<file path="src/rtl/flu_edit_pkg.sv">
// Shared defaults and the offset FIFO entry layout for the FLU edit-offset attach block.
package flu_edit_pkg;
    localparam int DEF_DATA_W    = 256;
    localparam int DEF_EOP_POS_W = 5;
    localparam int DEF_SOP_POS_W = 2;
    localparam int DEF_OFFSET_W  = 10;
    localparam int DEF_FIFO_DEPTH = 8;
    localparam int STALL_CNT_W   = 16;

    typedef struct packed {
        logic [DEF_OFFSET_W-1:0] offset;
        logic                    en;
    } off_entry_t;
endpackage

</file>
<file path="src/rtl/flu_edit_offset_attach_if.sv">
// FLU input stream, offset stream and FLU edit output grouped as one bus.
interface flu_edit_offset_attach_if
    import flu_edit_pkg::*;
#(
    parameter int DATA_WIDTH    = DEF_DATA_W,
    parameter int EOP_POS_WIDTH = DEF_EOP_POS_W,
    parameter int SOP_POS_WIDTH = DEF_SOP_POS_W,
    parameter int OFFSET_WIDTH  = DEF_OFFSET_W
);
    logic [DATA_WIDTH-1:0]    RX_DATA;
    logic [SOP_POS_WIDTH-1:0] RX_SOP_POS;
    logic [EOP_POS_WIDTH-1:0] RX_EOP_POS;
    logic                     RX_SOP, RX_EOP, RX_SRC_RDY, RX_DST_RDY;
    logic [OFFSET_WIDTH-1:0]  OFF_DATA;
    logic                     OFF_EN, OFF_VLD, OFF_RDY;
    logic [DATA_WIDTH-1:0]    TX_DATA;
    logic [SOP_POS_WIDTH-1:0] TX_SOP_POS;
    logic [EOP_POS_WIDTH-1:0] TX_EOP_POS;
    logic                     TX_SOP, TX_EOP, TX_SRC_RDY, TX_DST_RDY;
    logic [OFFSET_WIDTH-1:0]  TX_OFFSET;
    logic                     TX_EDIT_EN;
    logic [STALL_CNT_W-1:0]   STALL_CNT;

    modport master (
        output RX_DATA, RX_SOP_POS, RX_EOP_POS, RX_SOP, RX_EOP, RX_SRC_RDY,
        output OFF_DATA, OFF_EN, OFF_VLD, TX_DST_RDY,
        input  RX_DST_RDY, OFF_RDY, TX_DATA, TX_SOP_POS, TX_EOP_POS, TX_SOP, TX_EOP,
        input  TX_SRC_RDY, TX_OFFSET, TX_EDIT_EN, STALL_CNT
    );
    modport slave (
        input  RX_DATA, RX_SOP_POS, RX_EOP_POS, RX_SOP, RX_EOP, RX_SRC_RDY,
        input  OFF_DATA, OFF_EN, OFF_VLD, TX_DST_RDY,
        output RX_DST_RDY, OFF_RDY, TX_DATA, TX_SOP_POS, TX_EOP_POS, TX_SOP, TX_EOP,
        output TX_SRC_RDY, TX_OFFSET, TX_EDIT_EN, STALL_CNT
    );
endinterface

</file>
<file path="src/rtl/flu_edit_offset_fifo.sv">
// Small synchronous FIFO for per-packet edit offsets; ready is held low until
// the first clock after reset release.
module flu_edit_offset_fifo #(
    parameter int WIDTH = 11,
    parameter int DEPTH = 8
) (
    input  logic             clk,
    input  logic             rst_n,
    input  logic             push,
    input  logic [WIDTH-1:0] push_data,
    input  logic             pop,
    output logic [WIDTH-1:0] pop_data,
    output logic             empty,
    output logic             ready
);
    localparam int AW = $clog2(DEPTH);
    localparam logic [AW:0] FULL_CNT = (AW+1)'(DEPTH);

    logic [WIDTH-1:0] mem [DEPTH];
    logic [AW-1:0]    wr_ptr, rd_ptr;
    logic [AW:0]      count;
    logic             init_done;
    logic             do_push, do_pop;

    assign empty    = (count == '0);
    assign ready    = init_done && (count != FULL_CNT);
    assign do_push  = push && ready;
    assign do_pop   = pop && !empty;
    assign pop_data = mem[rd_ptr];

    always_ff @(posedge clk or negedge rst_n) begin
        if (!rst_n) begin
            wr_ptr    <= '0;
            rd_ptr    <= '0;
            count     <= '0;
            init_done <= 1'b0;
        end else begin
            init_done <= 1'b1;
            if (do_push) wr_ptr <= wr_ptr + 1'b1;
            if (do_pop)  rd_ptr <= rd_ptr + 1'b1;
            case ({do_push, do_pop})
                2'b10:   count <= count + 1'b1;
                2'b01:   count <= count - 1'b1;
                default: count <= count;
            endcase
        end
    end

    always_ff @(posedge clk) begin
        if (do_push) mem[wr_ptr] <= push_data;
    end
endmodule

</file>
<file path="src/rtl/flu_edit_offset_attach.sv">
// Attaches a queued edit offset to each FLU packet's SOP word (1-cycle register stage).
// Optional FLU_EDIT_OFFSET_DEFAULT_EN: SOP with no offset passes with offset 0 / edit disabled.
module flu_edit_offset_attach
    import flu_edit_pkg::*;
#(
    parameter int DATA_WIDTH    = DEF_DATA_W,
    parameter int EOP_POS_WIDTH = DEF_EOP_POS_W,
    parameter int SOP_POS_WIDTH = DEF_SOP_POS_W,
    parameter int OFFSET_WIDTH  = DEF_OFFSET_W,
    parameter int FIFO_DEPTH    = DEF_FIFO_DEPTH
) (
    input logic CLK,
    input logic RESET,
    flu_edit_offset_attach_if.slave bus
);
    logic                     out_free, xfer, pop, rx_rdy, fifo_empty, stall_hit;
    logic [OFFSET_WIDTH:0]    head, sop_entry;
    logic                     tx_vld, tx_sop, tx_eop, tx_en;
    logic [DATA_WIDTH-1:0]    tx_data;
    logic [SOP_POS_WIDTH-1:0] tx_sop_pos;
    logic [EOP_POS_WIDTH-1:0] tx_eop_pos;
    logic [OFFSET_WIDTH-1:0]  tx_off;
    logic [STALL_CNT_W-1:0]   stall_cnt;

    flu_edit_offset_fifo #(.WIDTH(OFFSET_WIDTH + 1), .DEPTH(FIFO_DEPTH)) u_fifo (
        .clk(CLK), .rst_n(RESET),
        .push(bus.OFF_VLD), .push_data({bus.OFF_DATA, bus.OFF_EN}),
        .pop(pop), .pop_data(head),
        .empty(fifo_empty), .ready(bus.OFF_RDY)
    );

    assign out_free  = !tx_vld || bus.TX_DST_RDY;
    assign xfer      = bus.RX_SRC_RDY && rx_rdy;
    // Same condition in both builds: with the default-enable build it counts substitutions.
    assign stall_hit = bus.RX_SRC_RDY && bus.RX_SOP && out_free && fifo_empty;

`ifdef FLU_EDIT_OFFSET_DEFAULT_EN
    assign rx_rdy    = out_free;
    assign pop       = xfer && bus.RX_SOP && !fifo_empty;
    assign sop_entry = fifo_empty ? '0 : head;
`else
    assign rx_rdy    = out_free && (!bus.RX_SOP || !fifo_empty);
    assign pop       = xfer && bus.RX_SOP;
    assign sop_entry = head;
`endif

    always_ff @(posedge CLK or negedge RESET) begin
        if (!RESET) begin
            tx_vld     <= 1'b0;
            tx_sop     <= 1'b0;
            tx_eop     <= 1'b0;
            tx_data    <= '0;
            tx_sop_pos <= '0;
            tx_eop_pos <= '0;
            tx_off     <= '0;
            tx_en      <= 1'b0;
        end else if (xfer) begin
            tx_vld     <= 1'b1;
            tx_sop     <= bus.RX_SOP;
            tx_eop     <= bus.RX_EOP;
            tx_data    <= bus.RX_DATA;
            tx_sop_pos <= bus.RX_SOP_POS;
            tx_eop_pos <= bus.RX_EOP_POS;
            // Shared EOP+SOP words also land here: the offset belongs to the new packet.
            if (bus.RX_SOP) begin
                tx_off <= sop_entry[OFFSET_WIDTH:1];
                tx_en  <= sop_entry[0];
            end
        end else if (bus.TX_DST_RDY) begin
            tx_vld <= 1'b0;
        end
    end

    always_ff @(posedge CLK or negedge RESET) begin
        if (!RESET)                      stall_cnt <= '0;
        else if (stall_hit && !(&stall_cnt)) stall_cnt <= stall_cnt + 1'b1;
    end

    assign bus.RX_DST_RDY = rx_rdy;
    assign bus.TX_SRC_RDY = tx_vld;
    assign bus.TX_SOP     = tx_sop;
    assign bus.TX_EOP     = tx_eop;
    assign bus.TX_DATA    = tx_data;
    assign bus.TX_SOP_POS = tx_sop_pos;
    assign bus.TX_EOP_POS = tx_eop_pos;
    assign bus.TX_OFFSET  = tx_off;
    assign bus.TX_EDIT_EN = tx_en;
    assign bus.STALL_CNT  = stall_cnt;
endmodule
</file>
<file path="src/flat_wrapper.sv">
// flat-port wrapper written by rule: the top's interface ports become plain ports
module flu_edit_offset_attach_flat import flu_edit_pkg::*;
#(
    parameter int DATA_WIDTH    = DEF_DATA_W,
    parameter int EOP_POS_WIDTH = DEF_EOP_POS_W,
    parameter int SOP_POS_WIDTH = DEF_SOP_POS_W,
    parameter int OFFSET_WIDTH  = DEF_OFFSET_W,
    parameter int FIFO_DEPTH    = DEF_FIFO_DEPTH
)
  (CLK, RESET, bus_RX_DATA, bus_RX_SOP_POS, bus_RX_EOP_POS, bus_RX_SOP, bus_RX_EOP, bus_RX_SRC_RDY, bus_OFF_DATA, bus_OFF_EN, bus_OFF_VLD, bus_TX_DST_RDY, bus_RX_DST_RDY, bus_OFF_RDY, bus_TX_DATA, bus_TX_SOP_POS, bus_TX_EOP_POS, bus_TX_SOP, bus_TX_EOP, bus_TX_SRC_RDY, bus_TX_OFFSET, bus_TX_EDIT_EN, bus_STALL_CNT);
  flu_edit_offset_attach_if #(.DATA_WIDTH(DATA_WIDTH), .EOP_POS_WIDTH(EOP_POS_WIDTH), .SOP_POS_WIDTH(SOP_POS_WIDTH), .OFFSET_WIDTH(OFFSET_WIDTH)) bus_i ();
  input logic CLK;
  input logic RESET;
  input wire logic [$bits(bus_i.RX_DATA)-1:0] bus_RX_DATA;
  input wire logic [$bits(bus_i.RX_SOP_POS)-1:0] bus_RX_SOP_POS;
  input wire logic [$bits(bus_i.RX_EOP_POS)-1:0] bus_RX_EOP_POS;
  input wire logic [$bits(bus_i.RX_SOP)-1:0] bus_RX_SOP;
  input wire logic [$bits(bus_i.RX_EOP)-1:0] bus_RX_EOP;
  input wire logic [$bits(bus_i.RX_SRC_RDY)-1:0] bus_RX_SRC_RDY;
  input wire logic [$bits(bus_i.OFF_DATA)-1:0] bus_OFF_DATA;
  input wire logic [$bits(bus_i.OFF_EN)-1:0] bus_OFF_EN;
  input wire logic [$bits(bus_i.OFF_VLD)-1:0] bus_OFF_VLD;
  input wire logic [$bits(bus_i.TX_DST_RDY)-1:0] bus_TX_DST_RDY;
  output wire logic [$bits(bus_i.RX_DST_RDY)-1:0] bus_RX_DST_RDY;
  output wire logic [$bits(bus_i.OFF_RDY)-1:0] bus_OFF_RDY;
  output wire logic [$bits(bus_i.TX_DATA)-1:0] bus_TX_DATA;
  output wire logic [$bits(bus_i.TX_SOP_POS)-1:0] bus_TX_SOP_POS;
  output wire logic [$bits(bus_i.TX_EOP_POS)-1:0] bus_TX_EOP_POS;
  output wire logic [$bits(bus_i.TX_SOP)-1:0] bus_TX_SOP;
  output wire logic [$bits(bus_i.TX_EOP)-1:0] bus_TX_EOP;
  output wire logic [$bits(bus_i.TX_SRC_RDY)-1:0] bus_TX_SRC_RDY;
  output wire logic [$bits(bus_i.TX_OFFSET)-1:0] bus_TX_OFFSET;
  output wire logic [$bits(bus_i.TX_EDIT_EN)-1:0] bus_TX_EDIT_EN;
  output wire logic [$bits(bus_i.STALL_CNT)-1:0] bus_STALL_CNT;
  assign bus_i.RX_DATA = bus_RX_DATA;
  assign bus_i.RX_SOP_POS = bus_RX_SOP_POS;
  assign bus_i.RX_EOP_POS = bus_RX_EOP_POS;
  assign bus_i.RX_SOP = bus_RX_SOP;
  assign bus_i.RX_EOP = bus_RX_EOP;
  assign bus_i.RX_SRC_RDY = bus_RX_SRC_RDY;
  assign bus_i.OFF_DATA = bus_OFF_DATA;
  assign bus_i.OFF_EN = bus_OFF_EN;
  assign bus_i.OFF_VLD = bus_OFF_VLD;
  assign bus_i.TX_DST_RDY = bus_TX_DST_RDY;
  assign bus_RX_DST_RDY = bus_i.RX_DST_RDY;
  assign bus_OFF_RDY = bus_i.OFF_RDY;
  assign bus_TX_DATA = bus_i.TX_DATA;
  assign bus_TX_SOP_POS = bus_i.TX_SOP_POS;
  assign bus_TX_EOP_POS = bus_i.TX_EOP_POS;
  assign bus_TX_SOP = bus_i.TX_SOP;
  assign bus_TX_EOP = bus_i.TX_EOP;
  assign bus_TX_SRC_RDY = bus_i.TX_SRC_RDY;
  assign bus_TX_OFFSET = bus_i.TX_OFFSET;
  assign bus_TX_EDIT_EN = bus_i.TX_EDIT_EN;
  assign bus_STALL_CNT = bus_i.STALL_CNT;
  flu_edit_offset_attach #(.DATA_WIDTH(DATA_WIDTH), .EOP_POS_WIDTH(EOP_POS_WIDTH), .SOP_POS_WIDTH(SOP_POS_WIDTH), .OFFSET_WIDTH(OFFSET_WIDTH), .FIFO_DEPTH(FIFO_DEPTH)) u_core (.CLK(CLK), .RESET(RESET), .bus(bus_i));
endmodule
</file>
<file path="config.mk">
export PLATFORM = sky130hd
export DESIGN_NAME = flu_edit_offset_attach_flat
export DESIGN_NICKNAME = d
export VERILOG_FILES = /design/src/rtl/flu_edit_pkg.sv /design/src/rtl/flu_edit_offset_attach_if.sv /design/src/rtl/flu_edit_offset_fifo.sv /design/src/rtl/flu_edit_offset_attach.sv /design/src/flat_wrapper.sv
export SDC_FILE = /design/constraint.sdc
export NUM_CORES = 1
export LEC_CHECK = 0
export CORE_AREA = 2 2 225 227
export CTS_BUF_LIST = sky130_fd_sc_hd__clkbuf_4 sky130_fd_sc_hd__clkbuf_8
export DETAILED_ROUTE_END_ITERATION = 6
export DIE_AREA = 0 0 227 229
export DONT_BUFFER_PORTS = 1
export HOLD_SLACK_MARGIN = 0.15
export PLACE_DENSITY = 0.43
export SLEW_MARGIN = 20
export SYNTH_ARGS = -nofsm -noshare
export SYNTH_HDL_FRONTEND = slang
export SYNTH_SLANG_ARGS = --single-unit
</file>
<file path="constraint.sdc">
create_clock -name CLK -period 5.6 [get_ports CLK]
set_clock_uncertainty 0.05 [all_clocks]
set_input_delay 0 -clock CLK [delete_from_list [all_inputs] [get_ports CLK]]
set_output_delay 0 -clock CLK [all_outputs]
set_load 0.005 [all_outputs]
</file>
==> impl_metrics.toml, run 1 <==
[placed_design]
post-dp-hpwl_um = 29400
io_buffers = 0
place.gp.congestion = 0.838

[clocking]
cts_resized = 0
clockRootBuffer = "clkbuf_8"
cts_buffer_depth = 3
postCtsHoldBufs = 330
numClockSinks = 392
htree_levels = 3
post_cts_buffers = 0
numCtsBuffers = 72

[logic_synthesis]
netlist_instances = 874
ys.warnings.count = 0
synth-async-reset-ratio_pct = 77.6
ys.flop_type = "dfrtp_1"
syn-num-nets = 1162
avgSynthCellArea_sq_um = 17.2
synthesis.area_sq_um = 15000
ys_ff_latch = 392
yosys.area.top_type = "dfrtp_1"
synth.area.top_cells = "dfrtp_1, mux2_2, edfxtp_1, mux4_2, mux2_1"
synth_top_area_share_pct = 50.7
synth_cell_types = 45
synth_edf_count = 88
ys_seq_area_share_pct = 68.3

[die]
die_w_um = 227
row_count = 82
start_util_pct = 30.2
io_pins = 576
fp.dieH_um = 229

[run_status]
status = "stopped before the end"
haltStage = "4_1_cts"
first-error = "[ERROR RSZ-0060] Max buffer count reached."
-- Yosys cell counts, types with 2 or more instances --
cell type and number:
dfrtp_1 304, mux2_2 249, edfxtp_1 88, buf_4 26, nand2_1 25, mux4_2 22
mux2_1 18, o21ai_0 14, xor2_1 14, nor3_1 12, mux2i_1 11, inv_1 9
nand3_1 9, nor2_1 9, buf_2 7, clkbuf_1 6, ha_1 6, nand4_1 5
nor4_1 4, xnor2_1 4, nand2b_1 3, a21boi_0 2, and3_1 2, and4_1 2
o31ai_1 2, or4_1 2
-- cell families after synthesis --
family	after synthesis	synth area share, %
flip-flops	392	68.3
multiplexers	300	24.1
AND/OR/NAND/NOR	79	2.67
buffers and inverters	49	1.93
AO/OA/AOI/OAI	28	1.32
XOR/XNOR	18	1.05
adder cells (fa/ha/maj)	7	0.634
other	1	0.0250
-- metrics by stage --
step | instances | util [%] | setup WS, ns | hold slack, ns | instance area (sq um)
after floorplan | 874 | - | 2.47 | -0.346 | 15000
after global placement | 1517 | 31.7 | 2.65 | -0.339 | 15700
after detailed placement | 1517 | 31.7 | 2.71 | -0.339 | 15700
==> run 2, diff against run 1 <==
--- a/config.mk
+++ b/config.mk
@@ -5,13 +5,11 @@
 export SDC_FILE = /design/constraint.sdc
 export NUM_CORES = 1
 export LEC_CHECK = 0
-export CORE_AREA = 2 2 225 227
-export CTS_BUF_LIST = sky130_fd_sc_hd__clkbuf_4 sky130_fd_sc_hd__clkbuf_8
+export CORE_AREA = 2 2 222 224
 export DETAILED_ROUTE_END_ITERATION = 6
-export DIE_AREA = 0 0 227 229
+export DIE_AREA = 0 0 224 226
 export DONT_BUFFER_PORTS = 1
-export HOLD_SLACK_MARGIN = 0.15
-export PLACE_DENSITY = 0.43
+export PLACE_DENSITY_LB_ADDON = 0.15
 export SLEW_MARGIN = 20
 export SYNTH_ARGS = -nofsm -noshare
 export SYNTH_HDL_FRONTEND = slang
==> run 2 against run 1 <==
The flow now finishes, with violations (hold timing). Synthesized cell count unchanged. Synthesized area unchanged.
==> impl_metrics.toml, run 2 <==
[placed_design]
io_buffers = 0
placed_area_sq_um = 15700
place.gp.congestion = 0.828
post-dp-hpwl_um = 30800
pre_cts_slack_ns = 2.38
dp_cells = 1468

[timing]
grt_setup_unrepaired = "no"
period_needed_ns = 3.77
slew-limit-headroom_pct = 28.5
timing.final.crit_share_pct = 67.4
slew_violations = 0
hold_ws_ns = -0.918
hold_viol = 304
setup_viol = 0
max_freq_mhz = 265
worst_pin_slew_ns = 1.07
timing.final.ws_setup_ns = 1.83
tns_ns = 0

[logic_synthesis]
synth_top_family_by_area = "multiplexers"
synth-async-reset-ratio_pct = 77.6
synth.area.mux_share_pct = 24.1
yosys.area.top_type = "dfrtp_1"
synth_edf_count = 88
synth_cell_types = 45
synthSimpleGateAreaFrac_pct = 2.67
ys.flop_type = "dfrtp_1"
ys_seq_area_share_pct = 68.3
syn-num-nets = 1162
synth.most_common_cell = "dfrtp_1"
netlist_instances = 874
synth.area.top_cells = "dfrtp_1, mux2_2, edfxtp_1, mux4_2, mux2_1"
synthesis.area_sq_um = 15000
ys.warnings.count = 0
synth-adder-area-share_pct = 0.634
synth_compound_area_share_pct = 1.32
synth_xor_xnor_area_share_pct = 1.05
avgSynthCellArea_sq_um = 17.2
ys_top_cells_by_count = "dfrtp_1, mux2_2, edfxtp_1"
ys_ff_latch = 392
synth_top_area_share_pct = 50.7

[layout]
layout-drive-gt1-share_pct = 29.9
fin_cells = 1838
layout_commonest_cell = "dfrtp_1"
nets = 1463
layout_common_cells = "dfrtp_1, dlygate4sd3_1, mux2_2"
stdcell_area_sq_um = 20100
largest_reg_flops = 256
area_growth_pct = 33.8

[die]
start_util_pct = 31.0
die_w_um = 224
core_sq_um = 48300
fp.dieH_um = 226
design.die.area_sq_um = 50600
row_count = 81
io_pins = 576

[routing]
drt_iter0_markers = 346
ant_nets = 0
firstDrtPassIters = 4
num_vias = 8665
routed_wl_um = 45100
detail_route.vias_per_cell = 4.71
wire_per_inst_um = 24.5
drc = 0

[run_status]
status = "finished, violations left"
violations = "hold timing"

[clocking]
htree_levels = 2
numCtsBuffers = 46
cts_tree = "built"
clk_latency_ns = 0.56
cts_buffer_depth = 3
clk_pin_slew_ns = 0.06
numClockSinks = 392
cts_resized = 0
clockRootBuffer = "clkbuf_16"

[critical_path]
crit_chain = "or3_1 > o2111ai_2 > dlygate4sd3_1 > buf_4 > inv_1 > ha_1 > ha_1 > a21o_1 > a2111oi_0 > a41oi_1 > a221o_1"
required_ns = 5.99
path_delay_family = "compound AO/OA/AOI/OAI gates"
critPathMaxFanout = 27
start_kind = "flip-flop"
cpMostUsedCell = "ha_1"
path_buf_inv = 3
worstSetupPathType = "reg2reg"
slowest_delay_ns = 0.57
endpoint_kind = "flip-flop"
arrival_ns = 4.17
cpMaxStageDelayCell = "dlygate4sd3_1"

[grt]
antenna_found_initial = 13
grt_max_degree = 305
grt_first_pass_wirelength_um = 63700
track_usage_pct = 17.1
overflow = 0
grt_pass1_vias = 9176

[power_and_ir_drop]
finalPower_mw = 9.00
vdd_drop_max_mv = 0.235
leakagePower_nw = 8.08
powerDensity_nw_per_um2 = 448

[worst_hold_path]
min_path_type = "in2async"

[run]
cap_viol_max_count = 0
run 2: cell counts after synthesis:
Identical to the previous run, type by type.
run 2: path summary, 6_finish.rpt:
path | startpoint | depth (start not counted) | to | slack [ns]
setup / recovery | u_core.u_fifo.count[2]$_DFFE_PN0P_ | 11 | u_core.u_fifo.count[3]$_DFFE_PN0P_ | 1.83
hold / removal | RESET | 0 | u_core.bus.TX_DATA[142]$_DFFE_PN0N_ | -0.92
setup reg to reg | u_core.u_fifo.count[2]$_DFFE_PN0P_ | 11 | u_core.u_fifo.count[3]$_DFFE_PN0P_ | 1.83
hold reg to reg | u_core.bus.TX_DATA[243]$_DFFE_PN0N_ | 1 | u_core.bus.TX_DATA[243]$_DFFE_PN0N_ | 0.48
max in group asynchronous | RESET | 0 | u_core.u_fifo.rd_ptr[1]$_DFFE_PN0P_ | 5.78
min in group CLK | bus_RX_SRC_RDY | 2 | u_core.bus.STALL_CNT[8]$_DFFE_PN0P_ | 0.04
run 2: per-layer routing:
layer / GRT usage [%] / wire, um / vias to the layer above
li1: - / - / 3804
met1: 19.5 / 17200 / 4434
met2: 29.2 / 22800 / 311
met3: 6.10 / 3400 / 102
met4: 6.54 / 1540 / 14
met5: 0 / 94 / -
run 2: timing repair:
action | CTS | global route
hold buffers | 280 | 1
endpoints found under the hold margin | 712 | 305
buffers inserted | 0 | 0
run 2: final cells by class:
cell class	instances	area (sq um)
well taps	622	778
inverters	9	33.8
multi-input cells	433	4480
clock inverters	15	188
fillers	4370	28300
diodes	6	15.0
clock buffers	68	1410
repair buffers	293	2930
flip-flops and latches	392	10200
run 2: through the flow:
step	hold WS [ns]	utilization (%)
global route	-0.964	41.5
CTS	-0.965	41.5
floorplan	-0.346	-
finish	-0.918	41.5
detailed placement	-0.340	32.4
global placement	-0.339	32.4
run 2: power by group:
part	internal, mW	switching, mW	total [mW]
logic	0.921	0.612	1.53
registers	3.62	0.724	4.34
clock network	1.93	1.20	3.13
total	6.47	2.54	9.00
run 2: cell families after synthesis:
kind of cell | count (synthesis)
xor+xnor | 18
mux | 300
other cells | 1
simple gates | 79
compound gates | 28
buf+inv | 49
fa+ha+maj | 7
flops | 392
Note: power is estimated with default switching activity, not from simulation.
==> run 3, diff against run 2 <==
--- a/config.mk
+++ b/config.mk
@@ -5,9 +5,10 @@
 export SDC_FILE = /design/constraint.sdc
 export NUM_CORES = 1
 export LEC_CHECK = 0
-export CORE_AREA = 2 2 222 224
+export ABC_AREA = 1
+export CORE_AREA = 2 2 226 228
 export DETAILED_ROUTE_END_ITERATION = 6
-export DIE_AREA = 0 0 224 226
+export DIE_AREA = 0 0 228 230
 export DONT_BUFFER_PORTS = 1
 export PLACE_DENSITY_LB_ADDON = 0.15
 export SLEW_MARGIN = 20
==> constraint.sdc (replaced) <==
create_clock -name CLK -period 3.8 [get_ports CLK]
set_clock_uncertainty 0.05 [all_clocks]
set_input_delay 0 -clock CLK [delete_from_list [all_inputs] [get_ports CLK]]
set_output_delay 0 -clock CLK [all_outputs]
set_load 0.005 [all_outputs]
==> run 3 against run 2 <==
The run still ends with hold timing left. Cell count increased by 48%. Die area increased by 3.6%. Global-route usage increased by 2.4 points. Maximum frequency increased by 14%. Non-clock buffer count increased by 80. Design area increased by 5.4%. Largest cell class unchanged.
==> impl_metrics.toml, run 3 <==
[logic_synthesis]
synth_edf_count = 88
avgSynthCellArea_sq_um = 9.41
netlist_instances = 1668
yosys.area.top_type = "dfrtp_1"
ys.flop_type = "dfrtp_1"
synth-async-reset-ratio_pct = 77.6
synth_cell_types = 27
ys_seq_area_share_pct = 65.3
ys_top_cells_by_count = "nand2_1, dfrtp_1, edfxtp_1"
synthesis.area_sq_um = 15700
ys.warnings.count = 0
synth_top_area_share_pct = 48.5
ys_ff_latch = 392
syn-num-nets = 1956
synth.most_common_cell = "nand2_1"
synth.area.top_cells = "dfrtp_1, nand2_1, edfxtp_1, buf_6, nor2_1"

[placed_design]
placed_area_sq_um = 16100
dp_cells = 2279
place.gp.congestion = 0.874
post-dp-hpwl_um = 33100
pre_cts_slack_ns = 1.01
io_buffers = 0

[power_and_ir_drop]
vdd_drop_max_mv = 0.468
comb_power_share_pct = 21.8
seq_power_share_pct = 47.6
p_switching_mw = 4.77
pwr-share-clk_pct = 30.6
powerDensity_nw_per_um2 = 665
leakagePower_nw = 10.0
intPower_mw = 9.30
swShare_pct = 33.9
finalPower_mw = 14.1

[routing]
wl_met1_um = 20800
firstDrtPassIters = 6
drc = 0
ant_nets = 0
wire_per_inst_um = 19.2
drt_iter0_markers = 871
routed_wl_um = 52100
num_vias = 12500
top_layer = "met4"
detail_route.vias_per_cell = 4.59
route.met3.wl_um = 3870
met2WireLength_um = 25300

[run]
cap_viol_max_count = 0

[layout]
nets = 2297
final_util_pct = 42.4
fin_cells = 2717
layout_common_cells = "nand2_1, dlygate4sd3_1, dfrtp_1"
largest_reg_flops = 256
n_fill_cell = 4765
area_growth_pct = 34.7
stdcell_area_sq_um = 21200
layout-drive-gt1-share_pct = 4.95
layout_commonest_cell = "nand2_1"

[clocking]
clockRootBuffer = "clkbuf_16"
clk_latency_ns = 0.57
clk_pin_slew_ns = 0.06
cts_buffer_depth = 3
cts_resized = 0
numClockSinks = 392
post_cts_buffers = 0
cts_tree = "built"
htree_levels = 2
numCtsBuffers = 44
postCtsHoldBufs = 356

[timing]
timing.final.crit_share_pct = 87.2
slew-limit-headroom_pct = 19.8
max_freq_mhz = 302
tns_ns = 0
hold_ws_ns = -0.910
grt_setup_unrepaired = "no"
slew_violations = 0
setup_viol = 0
timing.final.ws_setup_ns = 0.488
hold_viol = 304
worst_pin_slew_ns = 1.20
period_needed_ns = 3.31

[die]
die_w_um = 228
fp.dieH_um = 230
start_util_pct = 31.5
design.die.area_sq_um = 52400
io_pins = 576
core_sq_um = 49900
row_count = 82

[critical_path]
endpoint_kind = "flip-flop"
start_kind = "flip-flop"
critPathMaxFanout = 89
worstSetupPathType = "reg2reg"
required_ns = 4.25
arrival_ns = 3.76

[grt]
antenna_found_initial = 4
overflow = 0
grt_pass1_vias = 12800
grt_first_pass_wirelength_um = 79100
grt_max_degree = 305
track_usage_pct = 19.5

[worst_hold_path]
min_path_type = "in2async"

[run_status]
status = "finished, violations left"
violations = "hold timing"
==> run 3: cell count changes in the layout (fill, tap and decap cells not counted), moves of 18 or more <==
cell and delta:
nand2_1 +923, nand3_1 +37, nor2_1 +76, mux2_2 -249
dlygate4sd3_1 +75, mux2_1 -18, mux4_2 -22, o21ai_0 +22
inv_1 +18
==> run 3: cell families after synthesis <==
group,Yosys count,synth area share [%]
XOR/XNOR,13,0.725
AND/OR/NAND/NOR,1102,27.2
flip-flops,392,65.3
AO/OA/AOI/OAI,44,1.48
buffers and inverters,109,4.63
other,1,0.0239
adder cells (fa/ha/maj),7,0.606
==> run 3: critical path: stages (launching register included) <==
cell	delay, ns
dfrtp_1	0.43
a21boi_2	0.35
nand2_8	0.30
inv_8	0.47
buf_12	0.32
nand2_1	0.07
dlygate4sd3_1	0.57
nand2_1	0.06
dlygate4sd3_1	0.53
==> run 3: per-layer routing <==
layer  up-vias  track usage [%]
met5         -                0
met1      5947             23.2
li1       5880                -
met4         0             8.72
met3       114             5.51
met2       519             32.8
==> run 3: area by class of cell <==
| class | instances | area [sq um] | share of cell area [%] |
|---|---|---|---|
| flip-flops and latches | 392 | 10200 | 48.5 |
| multi-input cells | 1167 | 4740 | 22.4 |
| repair buffers | 373 | 3730 | 17.6 |
| clock buffers | 55 | 1210 | 5.73 |
| well taps | 672 | 841 | 3.97 |
| clock inverters | 23 | 253 | 1.19 |
| inverters | 31 | 124 | 0.586 |
| diodes | 4 | 10.0 | 0.0473 |
==> run 3: final timing paths <==
kind                                                     start                                  end  slack, ns  depth (start not counted)
setup reg to reg             u_core.bus.TX_SRC_RDY$_DFFE_PN0P_   u_core.bus.TX_DATA[30]$_DFFE_PN0N_       0.49                          8
hold / removal                                           RESET   u_core.bus.TX_DATA[79]$_DFFE_PN0N_      -0.91                          0
hold reg to reg            u_core.bus.TX_DATA[136]$_DFFE_PN0N_  u_core.bus.TX_DATA[136]$_DFFE_PN0N_       0.46                          2
setup / recovery             u_core.bus.TX_SRC_RDY$_DFFE_PN0P_   u_core.bus.TX_DATA[30]$_DFFE_PN0N_       0.49                          8
min in group CLK                                    bus_RX_SOP  u_core.bus.TX_DATA[248]$_DFFE_PN0N_       0.04                          4
max in group asynchronous                                RESET  u_core.bus.STALL_CNT[2]$_DFFE_PN0P_       3.65                          0
==> run 3: power by group through the flow <==
stage | Clock [mW] | Combinational [mW] | Sequential, mW
final | 4.31 | 3.07 | 6.70
after global routing | 4.63 | 3.52 | 6.81
after CTS | 4.44 | 3.06 | 6.71
after detailed placement | 0 | 2.47 | 6.77
after global placement | 0 | 2.40 | 6.79
after floorplan | 0 | 2.07 | 6.23
==> run 4, diff against run 3 <==
==> constraint.sdc (replaced) <==
create_clock -name CLK -period 3.8 [get_ports CLK]
set_clock_uncertainty 0.05 [all_clocks]
set_input_delay 0 -clock CLK [delete_from_list [all_inputs] [get_ports CLK]]
set_output_delay 0 -clock CLK [all_outputs]
set_load 0.01 [all_outputs]
==> run 4 against run 3 <==
The flow still finishes with violations (hold timing). Global-route usage down 0.24 points. Combinational power is 4% lower. Routed wire length is 1.3% lower. Critical endpoint is now u_core.bus.TX_DATA[13]$_DFFE_PN0N_. Largest cell class unchanged. Worst hold slack got worse by 0.0060 ns.
==> impl_metrics.toml, run 4 (synthesized netlist as in run 3, its figures left out) <==
[run_status]
status = "finished, violations left"
violations = "hold timing"

[timing]
tns_ns = 0
worst_pin_slew_ns = 1.24
hold_viol = 304
period_needed_ns = 3.12
setup_viol = 0
max_freq_mhz = 321
grt_setup_unrepaired = "no"
timing.final.crit_share_pct = 82.0
slew-limit-headroom_pct = 17.7
slew_violations = 0
hold_ws_ns = -0.915

[die]
die_w_um = 228
start_util_pct = 31.5
io_pins = 576
fp.dieH_um = 230
design.die.area_sq_um = 52400
core_sq_um = 49900
row_count = 82

[critical_path]
crit_chain = "a21boi_2 > nand2_8 > inv_8 > nand2_1 > dlygate4sd3_1 > nand2_1 > dlygate4sd3_1"
required_ns = 4.26
slowest_delay_ns = 0.61
cpMaxStageDelayCell = "dlygate4sd3_1"
critPathMaxFanout = 110
rr_worst_depth = 7
endpoint_kind = "flip-flop"
worstSetupPathType = "reg2reg"
arrival_ns = 3.58
start_kind = "flip-flop"

[layout]
stdcell_area_sq_um = 20800
layout_commonest_cell = "nand2_1"
area_growth_pct = 32.7
largest_reg_flops = 256
layout_common_cells = "nand2_1, dlygate4sd3_1, dfrtp_1"
n_fill_cell = 4797
nets = 2278
layout-drive-gt1-share_pct = 4.35

[routing]
routed_wl_um = 51400
firstDrtPassIters = 5
ant_nets = 0
drc = 0
num_vias = 12300
wire_per_inst_um = 19.1
detail_route.vias_per_cell = 4.54
drt_iter0_markers = 707

[clocking]
numClockSinks = 392
clk_latency_ns = 0.57
clockRootBuffer = "clkbuf_16"
cts_tree = "built"
clk_pin_slew_ns = 0.06
numCtsBuffers = 44
cts_buffer_depth = 3
cts_resized = 0
htree_levels = 2
post_cts_buffers = 0
postCtsHoldBufs = 340

[run]
cap_viol_max_count = 0

[placed_design]
place.gp.congestion = 0.861
placed_area_sq_um = 16100
io_buffers = 0
post-dp-hpwl_um = 33000

[power_and_ir_drop]
leakagePower_nw = 9.86
vdd_drop_max_mv = 0.375
powerDensity_nw_per_um2 = 674

[grt]
antenna_found_initial = 12
track_usage_pct = 19.2
overflow = 0
grt_pass1_vias = 12800
grt_max_degree = 305
grt_first_pass_wirelength_um = 78500

[worst_hold_path]
min_path_type = "in2async"
[run 4: cell types whose count changed in the layout (fill, tap and decap cells not counted), moves of 2 or more]
cell,before,now
clkbuf_8,7,5
clkinv_1,5,3
clkinv_8,1,3
dlygate4sd3_1,356,340
buf_4,14,12
clkinv_2,6,4
bufinv_16,4,0
clkbuf_1,4,15
diode_2,4,7
[run 4: per-stage QoR]
| step | hold slack (ns) | util [%] | power, mW | std cells | setup slack [ns] |
|---|---|---|---|---|---|
| after detailed placement | -0.335 | 32.3 | 9.62 | 2276 | 0.953 |
| after global placement | -0.336 | 32.3 | 9.59 | 2276 | 0.971 |
| after CTS | -0.969 | 41.7 | 14.2 | 2693 | 0.731 |
| final | -0.915 | 41.8 | 14.0 | 2700 | 0.682 |
| after global routing | -0.949 | 41.8 | 14.9 | 2698 | 0.526 |
| after floorplan | -0.346 | - | 8.70 | 1668 | 1.52 |
[run 4: cell type report]
| class | count | area (sq um) | area share (%) |
|---|---|---|---|
| multi-input combinational | 1167 | 4740 | 22.7 |
| antenna | 7 | 17.5 | 0.0841 |
| clock inverter | 13 | 103 | 0.493 |
| inverter | 31 | 124 | 0.595 |
| sequential | 392 | 10200 | 49.2 |
| clock buffer | 64 | 1230 | 5.89 |
| tap | 672 | 841 | 4.04 |
| timing repair buffer | 354 | 3530 | 17.0 |
[run 4: power breakdown]
group          internal (mW)  switching [mW]
sequential              5.47            1.63
clock                   2.24            1.74
combinational           1.21            1.75
[run 4: final timing paths]
| kind | start | endpoint | slack (ns) |
|---|---|---|---|
| setup / recovery | u_core.bus.TX_SRC_RDY$_DFFE_PN0P_ | u_core.bus.TX_DATA[13]$_DFFE_PN0N_ | 0.68 |
| hold / removal | RESET | u_core.bus.TX_DATA[79]$_DFFE_PN0N_ | -0.92 |
| setup reg to reg | u_core.bus.TX_SRC_RDY$_DFFE_PN0P_ | u_core.bus.TX_DATA[13]$_DFFE_PN0N_ | 0.68 |
| hold reg to reg | u_core.u_fifo.count[3]$_DFFE_PN0P_ | u_core.u_fifo.count[3]$_DFFE_PN0P_ | 0.49 |
| max in group asynchronous | RESET | u_core.bus.TX_DATA[27]$_DFFE_PN0N_ | 3.93 |
| min in group CLK | bus_RX_DATA[84] | u_core.bus.TX_DATA[84]$_DFFE_PN0N_ | 0.04 |
[run 4: critical path: cells and delay by family, from the launching register on]
kind	cells	cell delay, ns
buf+inv	3	1.67
simple gates	3	0.49
flops	1	0.44
compound gates	1	0.37
[run 4: per-layer routing]
metal  routed length [um]  part of all wire (%)  track usage (%)  vias up
li1                     -                     -                -     5826
met1                19800                    38             22.3     5800
met2                25000                    49             32.6      489
met3                 4430                   8.6             6.14      125
met4                 2150                   4.2             8.64       12
met5                   83                  0.16                0        -
